**config.mk**
```make
export PLATFORM = sky130hd
export DESIGN_NAME = chip_dispense_sequencer
export DESIGN_NICKNAME = d
export VERILOG_FILES = /design/src/rtl/chipin_pkg.sv /design/src/rtl/ms_dwell_timer.sv /design/src/rtl/chip_dispense_sequencer.sv
export SDC_FILE = /design/constraint.sdc
export NUM_CORES = 1
export LEC_CHECK = 0
export ABC_CLOCK_PERIOD_IN_PS = 2900
export CORE_ASPECT_RATIO = 0.5
export CORE_MARGIN = 5
export CORE_UTILIZATION = 50
export CTS_BUF_LIST = sky130_fd_sc_hd__clkbuf_16
export DETAILED_ROUTE_END_ITERATION = 7
export PLACE_DENSITY = 0.72
export SLEW_MARGIN = 20
export SYNTH_ARGS = -nofsm -noshare
export SYNTH_HDL_FRONTEND = slang
export SYNTH_SLANG_ARGS = --single-unit
```
**constraint.sdc**
```tcl
create_clock -name clk -period 2.9 [get_ports clk]
set_clock_uncertainty 0.1 [all_clocks]
set_input_delay 0.58 -clock clk [delete_from_list [all_inputs] [get_ports clk]]
set_output_delay 0.58 -clock clk [all_outputs]
set_load 0.02 [all_outputs]
```
**src/rtl/chipin_pkg.sv**
```systemverilog
// Shared types and constants for the chip-gate servo sequencer and other servo users.
package chipin_pkg;

  typedef enum logic [1:0] {
    IDLE    = 2'd0,
    OPENING = 2'd1,
    CLOSING = 2'd2,
    FINISH  = 2'd3
  } state_t;

  localparam logic [9:0] POS_CLOSED_DEF = 10'd0;
  localparam logic [9:0] POS_OPEN_DEF   = 10'd255;

  // Width of a millisecond counter able to reach the larger of two dwells.
  function automatic int unsigned ms_width(input int unsigned a, input int unsigned b);
    int unsigned m;
    m = (a > b) ? a : b;
    return (m > 1) ? $clog2(m + 1) : 1;
  endfunction

endpackage

```
**src/rtl/ms_dwell_timer.sv**
```systemverilog
// Millisecond dwell timer: pulses expired on the final cycle of a dwell_ms long interval.
module ms_dwell_timer #(
  parameter int unsigned CLK_HZ = 50_000_000,
  parameter int unsigned MS_W   = 8
) (
  input  logic            clk,
  input  logic            rst_n,
  input  logic            restart,
  input  logic [MS_W-1:0] dwell_ms,
  output logic            expired
);

  localparam int unsigned TICK_DIV = CLK_HZ / 1000;
  localparam int unsigned CYC_W    = (TICK_DIV > 1) ? $clog2(TICK_DIV) : 1;

  logic [CYC_W-1:0] r_cyc;
  logic [MS_W-1:0]  r_ms;
  logic             w_tick;

  assign w_tick  = (r_cyc == CYC_W'(TICK_DIV - 1));
  assign expired = w_tick && (r_ms == (dwell_ms - MS_W'(1)));

  // Restart zeroes both counters so the first cycle of a new dwell is cycle 0 of ms 0.
  always_ff @(posedge clk or negedge rst_n) begin
    if (!rst_n) begin
      r_cyc <= '0;
      r_ms  <= '0;
    end else if (restart) begin
      r_cyc <= '0;
      r_ms  <= '0;
    end else if (w_tick) begin
      r_cyc <= '0;
      r_ms  <= r_ms + MS_W'(1);
    end else begin
      r_cyc <= r_cyc + CYC_W'(1);
    end
  end

endmodule

```
**src/rtl/chip_dispense_sequencer.sv**
```systemverilog
// Opens and closes the chip gate servo once per chip for each accepted dispense request.
module chip_dispense_sequencer
  import chipin_pkg::*;
#(
  parameter int unsigned CLK_HZ     = 50_000_000,
  parameter logic [9:0]  POS_CLOSED = POS_CLOSED_DEF,
  parameter logic [9:0]  POS_OPEN   = POS_OPEN_DEF,
  parameter int unsigned OPEN_MS    = 200,
  parameter int unsigned CLOSE_MS   = 200
) (
  input  logic       clk,
  input  logic       rst_n,
  input  logic       start,
  input  logic [7:0] chip_count,
  input  logic       abort,
  output logic       busy,
  output logic       done,
  output logic [7:0] dispensed,
  output logic [9:0] servo_pos
);

  localparam int unsigned MS_W = ms_width(OPEN_MS, CLOSE_MS);

  state_t          r_state;
  logic [7:0]      r_remaining;
  logic            r_abort_q;
  logic            w_accept;
  logic            w_expired;
  logic            w_restart;
  logic [MS_W-1:0] w_dwell_ms;

  assign w_accept   = (r_state == IDLE) && start && !abort;
  assign w_dwell_ms = (r_state == OPENING) ? MS_W'(OPEN_MS) : MS_W'(CLOSE_MS);
  // Held in IDLE/FINISH and pulsed on every dwell exit, so each state entry starts from zero.
  assign w_restart  = (r_state == IDLE) || (r_state == FINISH) || w_expired ||
                      ((r_state == OPENING) && abort);

  ms_dwell_timer #(
    .CLK_HZ (CLK_HZ),
    .MS_W   (MS_W)
  ) u_timer (
    .clk      (clk),
    .rst_n    (rst_n),
    .restart  (w_restart),
    .dwell_ms (w_dwell_ms),
    .expired  (w_expired)
  );

  always_ff @(posedge clk or negedge rst_n) begin
    if (!rst_n) begin
      r_state     <= IDLE;
      r_remaining <= '0;
      r_abort_q   <= 1'b0;
      busy        <= 1'b0;
      done        <= 1'b0;
      dispensed   <= '0;
      servo_pos   <= POS_CLOSED;
    end else begin
      case (r_state)
        IDLE: begin
          r_abort_q <= 1'b0;
          if (w_accept) begin
            r_remaining <= chip_count;
            dispensed   <= '0;
            busy        <= 1'b1;
            if (chip_count != 8'd0) begin
              r_state   <= OPENING;
              servo_pos <= POS_OPEN;
            end else begin
              r_state <= FINISH;
              done    <= 1'b1;
            end
          end
        end
        OPENING: begin
          // An abort in the final open cycle still wins over the chip count.
          if (abort) begin
            r_abort_q <= 1'b1;
            r_state   <= CLOSING;
            servo_pos <= POS_CLOSED;
          end else if (w_expired) begin
            if (dispensed != 8'hFF) dispensed <= dispensed + 8'd1;
            r_remaining <= r_remaining - 8'd1;
            r_state     <= CLOSING;
            servo_pos   <= POS_CLOSED;
          end
        end
        CLOSING: begin
          if (abort) r_abort_q <= 1'b1;
          if (w_expired) begin
            if ((r_remaining == 8'd0) || r_abort_q || abort) begin
              r_state <= FINISH;
              done    <= 1'b1;
            end else begin
              r_state   <= OPENING;
              servo_pos <= POS_OPEN;
            end
          end
        end
        FINISH: begin
          done      <= 1'b0;
          busy      <= 1'b0;
          r_abort_q <= 1'b0;
          r_state   <= IDLE;
        end
        default: r_state <= IDLE;
      endcase
    end
  end

endmodule

```
==> reports/qor.txt, run 1 <==
Run status - completed
Root buf cell - clkbuf_16
Die area - 0.007216 mm^2
Final max-slew violation count - 0
Critical Path, Cell by Cell - ha_1 -> nand4b_1 -> or4b_1 -> nor3_2 -> a21oi_1 -> a211o_1
Num ports - 32
Crit path max-delay family - simple AND/OR/NAND/NOR gates
Clock transition at path regs - 60 ps
Final setup violation count - 0
Reg area - 0.001151 mm^2
Slowest CP cell - or4b_1
Worst reg2reg endpoint - dispensed[2]
Number of antenna-violating nets in the routed design - 0
Number of clock sinks - 46
Maximum clock rate - 387.9 MHz
HP Class - in -> async
CP startpoint kind - flop
Crit share post-route - 0.8890
IO buf count - 29
Worst vdd ir - 0.3920 mV
TritonCTS clock tree - yes
CTS Buffer Depth - 2
Fillers - 463
Post-synth EDFFs - 0
Synth Flop Type - dfrtp_1
CP peak stage delay - 650 ps
DP Cell Count - 396
Core Util, Final - 0.5914
LEAKAGE - 1.368 nW
Gate Count Post-Synth - 310
CTS Hold Bufs - 0
Core footprint - 0.005420 mm^2
Starting Density - 0.5108
Layout cell share with drive strength beyond 1 - 0.05438
Slew margin rel. - 0.5756
Mapped Area - 0.002769 mm^2
Routability Congestion - 0.8600
CP Capture Type - flop
DRC - 0
Fin. Hold Viols - 0
Pin count of the biggest net entering global routing - 26
Multi-input gate area - 0.001465 mm^2
Vias - 2384
R2r setup slk - 320 ps
All-Layer GR Usage - 0.1822
Post-CTS Setup Inserts - 0
Worst EP arrival - 2650 ps
Seq cells post-synth - 46
Initial antenna violation count - 0
Total CTS buffers - 5
Yosys cell types - 52
Nets - 352
FF-to-FF Start - u_timer.r_ms[0]
Max-cap violations - 0
TritonRoute pass-1 iters - 4
Via density - 5.901
Avg Cell Area, Syn - 8.932 um^2
Ys async rst share - 1.000
DP Wirelength - 4.366 mm
Register-to-Register Path Depth - 6
Row cnt - 19
Routed len/inst - 15.32 um
Clk_lat worst skew - 280 ps
Critical path buffers and inverters - 0
Die height - 62.62 um
DRT iter0 DRCs - 217
Non-Filler Instances - 404
Overflow after GRT - 0
Worst-margin pin slew - 630.8 ps
Total power - 0.002706 W
Layout area overhead - 15.77%
Die W - 115.2 um
Synth Warn # - 0
Critical path required time - 2970 ps
Max H-tree Level - 2
Ant. Diodes - 0
First-pass GRT wire length - 10.76 mm
Tmin final - 2578 ps
Pwr Density - 844.3 mW/mm^2
Unrepaired setup endpoints after global routing - false
Critical path peak fanout - 9
Setup CP Type - reg -> reg
Detailed Route WL - 6.188 mm
Vias in the first global route - 2358
Quantity of gates resized following cts - 0
Setup TNS - 0 ps
Sequential fraction of the synthesis area - 0.4157
## registers in the layout (all words and copies together) (netlist names)
| signal | cells |
|---|---|
| busy | 1 |
| servo_pos | 1 |
| r_remaining | 8 |
| done | 1 |
| dispensed | 8 |
| r_state | 2 |
| r_abort_q | 1 |
| u_timer.r_cyc | 16 |
| u_timer.r_ms | 8 |
## through the flow
| stage | setup slack [ps] | hold WS, ps | cell area, um^2 |
|---|---|---|---|
| 5_1_grt | 247.5 | 199.8 | 3206 |
| 4_1_cts | 327.0 | 175.7 | 3206 |
| 6_report | 321.9 | 160.5 | 3206 |
| 3_3_place_gp | 295.5 | 352.4 | 3068 |
| 3_5_place_dp | 290.0 | 357.0 | 3068 |
| 2_1_floorplan | 592.1 | 184.4 | 2773 |
## routing by layer
metal / up-vias / share of wire / routed length [um] / track usage
met4: 0 / 0.012 / 74 / 0.06296
met2: 64 / 0.47 / 2932 / 0.2983
met5: - / 0 / 0 / 0
met1: 1165 / 0.46 / 2858 / 0.2408
met3: 6 / 0.052 / 322 / 0.03578
li1: 1149 / - / - / -
## worst max-delay path by stage
stage                     from      endpoint  slack (ps)  depth (start not counted)
2_1_floorplan  u_timer.r_ms[0]  dispensed[0]         590                          7
3_3_place_gp     chip_count[6]          done         300                          6
3_5_place_dp     chip_count[6]          done         290                          6
4_1_cts        u_timer.r_ms[0]  dispensed[2]         330                          6
5_1_grt        u_timer.r_ms[0]  dispensed[2]         250                          6
6_report       u_timer.r_ms[0]  dispensed[2]         320                          6
## Yosys cell counts (2+ instances only)
cell type	count	share of area
a21o_1	2	0.0054
nor2_1	35	0.047
a31oi_1	3	0.0068
o311ai_0	2	0.0063
nand2b_1	2	0.0045
and2_1	2	0.0045
nand4_1	10	0.023
nand2_1	29	0.039
xnor2_1	8	0.025
mux2i_1	2	0.0072
buf_4	9	0.024
nor3_2	2	0.0072
o31ai_1	2	0.0054
or3_1	3	0.0068
a221oi_1	2	0.0063
nor4bb_1	3	0.011
inv_1	10	0.014
o21ai_0	4	0.0072
nor4_1	6	0.014
a211o_1	3	0.0095
nor3_1	9	0.016
clkbuf_1	11	0.015
and3_1	14	0.032
and4_1	4	0.013
a21oi_1	12	0.022
xor2_1	12	0.038
a22oi_1	2	0.0054
a21boi_0	2	0.0054
o22ai_1	4	0.0090
buf_2	2	0.0036
nor2b_1	2	0.0045
nand3_1	20	0.036
mux2_2	2	0.0081
dfrtp_1	46	0.42
nor4b_1	3	0.0095
ha_1	10	0.045
## where the power goes
part | total, W | switching (W) | internal [W]
clock network | 0.000550 | 0.000238 | 0.000312
registers | 0.000929 | 0.000150 | 0.000779
logic | 0.00123 | 0.000725 | 0.000501
total | 0.00271 | 0.00111 | 0.00159
## final cells by class
cell class | instances | share of cell area
Multi-Input combinational cell | 233 | 0.4571
Sequential cell | 46 | 0.3591
Clock inverter | 3 | 0.003903
Inverter | 10 | 0.01171
Tap cell | 73 | 0.02849
Clock buffer | 5 | 0.03903
Timing Repair Buffer | 34 | 0.1007
## cell usage in the layout (no fill, tap or decap), types with 3 or more instances in the layout
cell type and count:
clkdlybuf4s50_1 28, nor4b_1 3, nor4_1 6, nor4bb_1 3, nand2_1 29, xnor2_1 8
a211o_1 3, inv_1 11, and3_1 14, and4_1 4, o22ai_1 4, nor3_1 9
nor2_1 35, a21oi_1 12, xor2_1 12, dfrtp_1 46, buf_4 5, o21ai_0 4
or3_1 3, a31oi_1 3, nand4_1 10, nand3_1 20, ha_1 10, clkbuf_16 5
## logic make-up (layout without fill, tap and decap cells)
group	Yosys count	after routing	synth area share
and+or+nand+nor	149	149	0.2829
adders and majority gates	10	10	0.04519
other	1	2	0.001354
xor gates and xnor gates	20	20	0.06326
buffers and inverters	32	52	0.05648
AOI/OAI and AO/OA	48	48	0.1198
DFF	46	46	0.4157
muxes	4	4	0.01536
Note: power is estimated with default switching activity, not from simulation.
==> run 2: changes to the inputs <==
Settings changed: SETUP_SLACK_MARGIN from default to 0.1.
==> results of run 2 <==
Final layout, timing and power as in run 1 (identical DEF).
==> run 3: changes to the inputs <==
Settings changed: ABC_CLOCK_PERIOD_IN_PS 2900 to 2400, CTS_CLUSTER_DIAMETER from default to 100.
Clock period 2.9 ns to 2.4 ns, I/O delays scaled along.
==> run 3 against run 2 <==
  * Total power rose by 26%
  * Flip-flop and latch count did not move
  * First-iteration DRC count rose by 14%
  * Worst setup slack got worse by 190 ps
  * Critical path depth rose by 1
==> reports/qor.txt, run 3 (synthesized netlist as in run 1, its figures left out) <==
Final setup violation count - 0 (unchanged)
Critical path required time - 2530 ps (-440 ps)
Finished Cell Area - 0.003410 mm^2 (+6.4%)
Fillers - 461 (-0.43%)
Core footprint - 0.005420 mm^2 (unchanged)
Clk_lat worst skew - 280 ps (about the same)
Ant. Diodes - 0 (unchanged)
Multi-input gate area - 0.001496 mm^2 (+2.1%)
DP Wirelength - 4.730 mm (+8.3%)
Crit share post-route - 0.9439 (+0.05493)
All-Layer GR Usage - 0.1841 (+0.001820)
Die area - 0.007216 mm^2 (unchanged)
Setup CP Type - reg -> reg
Worst vdd ir - 0.4561 mV (+16%)
Worst reg2reg endpoint - dispensed[6]
First-pass GRT wire length - 10.93 mm (+1.5%)
Maximum clock rate - 441.4 MHz (+14%)
HP Class - in -> async
Root buf cell - clkbuf_16
Clock transition at path regs - 60 ps (about the same)
Num ports - 32 (unchanged)
Run status - completed
Vias - 2463 (+3.3%)
Max-cap violations - 0 (unchanged)
CTS Buffer Depth - 2 (unchanged)
Detailed Route WL - 6.515 mm (+5.3%)
Most common cell after layout, fill and taps aside - dfrtp_1
Largest Register - u_timer.r_cyc
Starting Density - 0.5108 (unchanged)
Worst EP arrival - 2390 ps (-260 ps)
TritonRoute pass-1 iters - 5 (+1)
Initial antenna violation count - 0 (unchanged)
Final max-slew violation count - 0 (unchanged)
CP startpoint kind - flop
IO buf count - 29 (unchanged)
Fin Hold WS - 52.28 ps (-108.2 ps)
Register-to-Register Path Depth - 7 (+1)
Tmin final - 2265 ps (-312.7 ps)
Critical path peak fanout - 3 (-6)
Pin count of the biggest net entering global routing - 22 (-15%)
Placed cell area - 0.003221 mm^2 (+5.0%)
Via density - 5.768 (-2.3%)
Pwr Density - 999.8 mW/mm^2 (+18%)
Fin. Hold Viols - 0 (unchanged)
DRT iter0 DRCs - 247 (+14%)
CTS Hold Bufs - 0 (unchanged)
Overflow after GRT - 0 (unchanged)
Unrepaired setup endpoints after global routing - true
Total CTS buffers - 5 (unchanged)
Layout cell share with drive strength beyond 1 - 0.1299 (+0.07556)
Max reg flops - 16 (unchanged)
Number of clock sinks - 46 (unchanged)
Max H-tree Level - 2 (unchanged)
Routability Congestion - 0.8609 (+0.10%)
Commonest non-fill, non-tap cells in the layout - dfrtp_1, nor2_1, nand2_1, clkdlybuf4s50_1, buf_4
Nets - 375 (+6.5%)
FF-to-FF Start - u_timer.r_cyc[0]
Routed len/inst - 15.26 um (-0.39%)
CP Capture Type - flop
Reg area - 0.001151 mm^2 (unchanged)
TritonCTS clock tree - yes
Layout area overhead - 23.14%
LEAKAGE - 1.490 nW (+8.9%)
Vias in the first global route - 2293 (-2.8%)
R2r setup slk - 130 ps (-190 ps)
Die W - 115.2 um (unchanged)
Number of antenna-violating nets in the routed design - 0 (unchanged)
Die height - 62.62 um (unchanged)
DRC - 0 (unchanged)
Row cnt - 19 (unchanged)
==> run 3: worst max-delay path, stage by stage (launching register included) <==
cell and delay (ps):
dfrtp_1 360, ha_1 210, and3_1 240, nand4_1 240
buf_4 230, nor4_1 390, nor4b_1 300, a211o_1 140
==> run 3: metal layers <==
| layer | routed length, um | share of wire | vias to the layer above | global-route usage |
|---|---|---|---|---|
| li1 | - | - | 1191 | - |
| met1 | 2933 | 0.45 | 1201 | 0.2483 |
| met2 | 3245 | 0.50 | 65 | 0.3084 |
| met3 | 312 | 0.048 | 6 | 0.03772 |
| met4 | 23 | 0.0035 | 0 | 0.03367 |
| met5 | 0 | 0 | - | 0 |
==> run 3: how the worst max path moves through the flow <==
| stage | to | from | slack (ps) |
|---|---|---|---|
| final | dispensed[6] | u_timer.r_cyc[0] | 130 |
| after global routing | dispensed[6] | u_timer.r_cyc[0] | 40 |
| after CTS | dispensed[0] | u_timer.r_ms[0] | 150 |
| after detailed placement | done | chip_count[6] | -120 |
| after global placement | done | chip_count[6] | -90 |
| after floorplan | dispensed[0] | u_timer.r_ms[0] | 90 |
==> run 3: per-stage QoR <==
stage | worst slack, ps | total power (W) | utilization | instances | TNS (ps)
2_1_floorplan | 93.60 | 0.002178 | - | 311 | 0
3_3_place_gp | -86.59 | 0.002673 | 0.5942 | 416 | -86.59
3_5_place_dp | -121.9 | 0.002716 | 0.5942 | 416 | -136.8
4_1_cts | 151.3 | 0.003397 | 0.6203 | 424 | 0
5_1_grt | 37.84 | 0.003638 | 0.6290 | 427 | 0
6_report | 134.6 | 0.003409 | 0.6290 | 427 | 0
==> run 3: cell type report <==
class,instances,share of cell area
timing repair buffer,57,0.1453
multi-input combinational,233,0.4389
clock inverter,3,0.003670
tap,73,0.02679
sequential,46,0.3376
clock buffer,5,0.03670
inverter,10,0.01101
==> run 3: what timing repair did <==
item / 4_1_cts / 5_1_grt
setup endpoints to repair: 2 / 11
setup buffers: 0 / 3
pin swaps: 0 / 1
resized for setup: 2 / 4
gates cloned: 0 / 0
endpoints found under the hold margin: 0 / 0
==> run 3: power by group <==
part	switching, W	internal (W)	leakage [nW]	total (W)
Combinational	0.000922	0.000702	0.820	0.00162
Sequential	0.000181	0.000941	0.598	0.00112
Clock	0.000286	0.000377	0.0724	0.000663
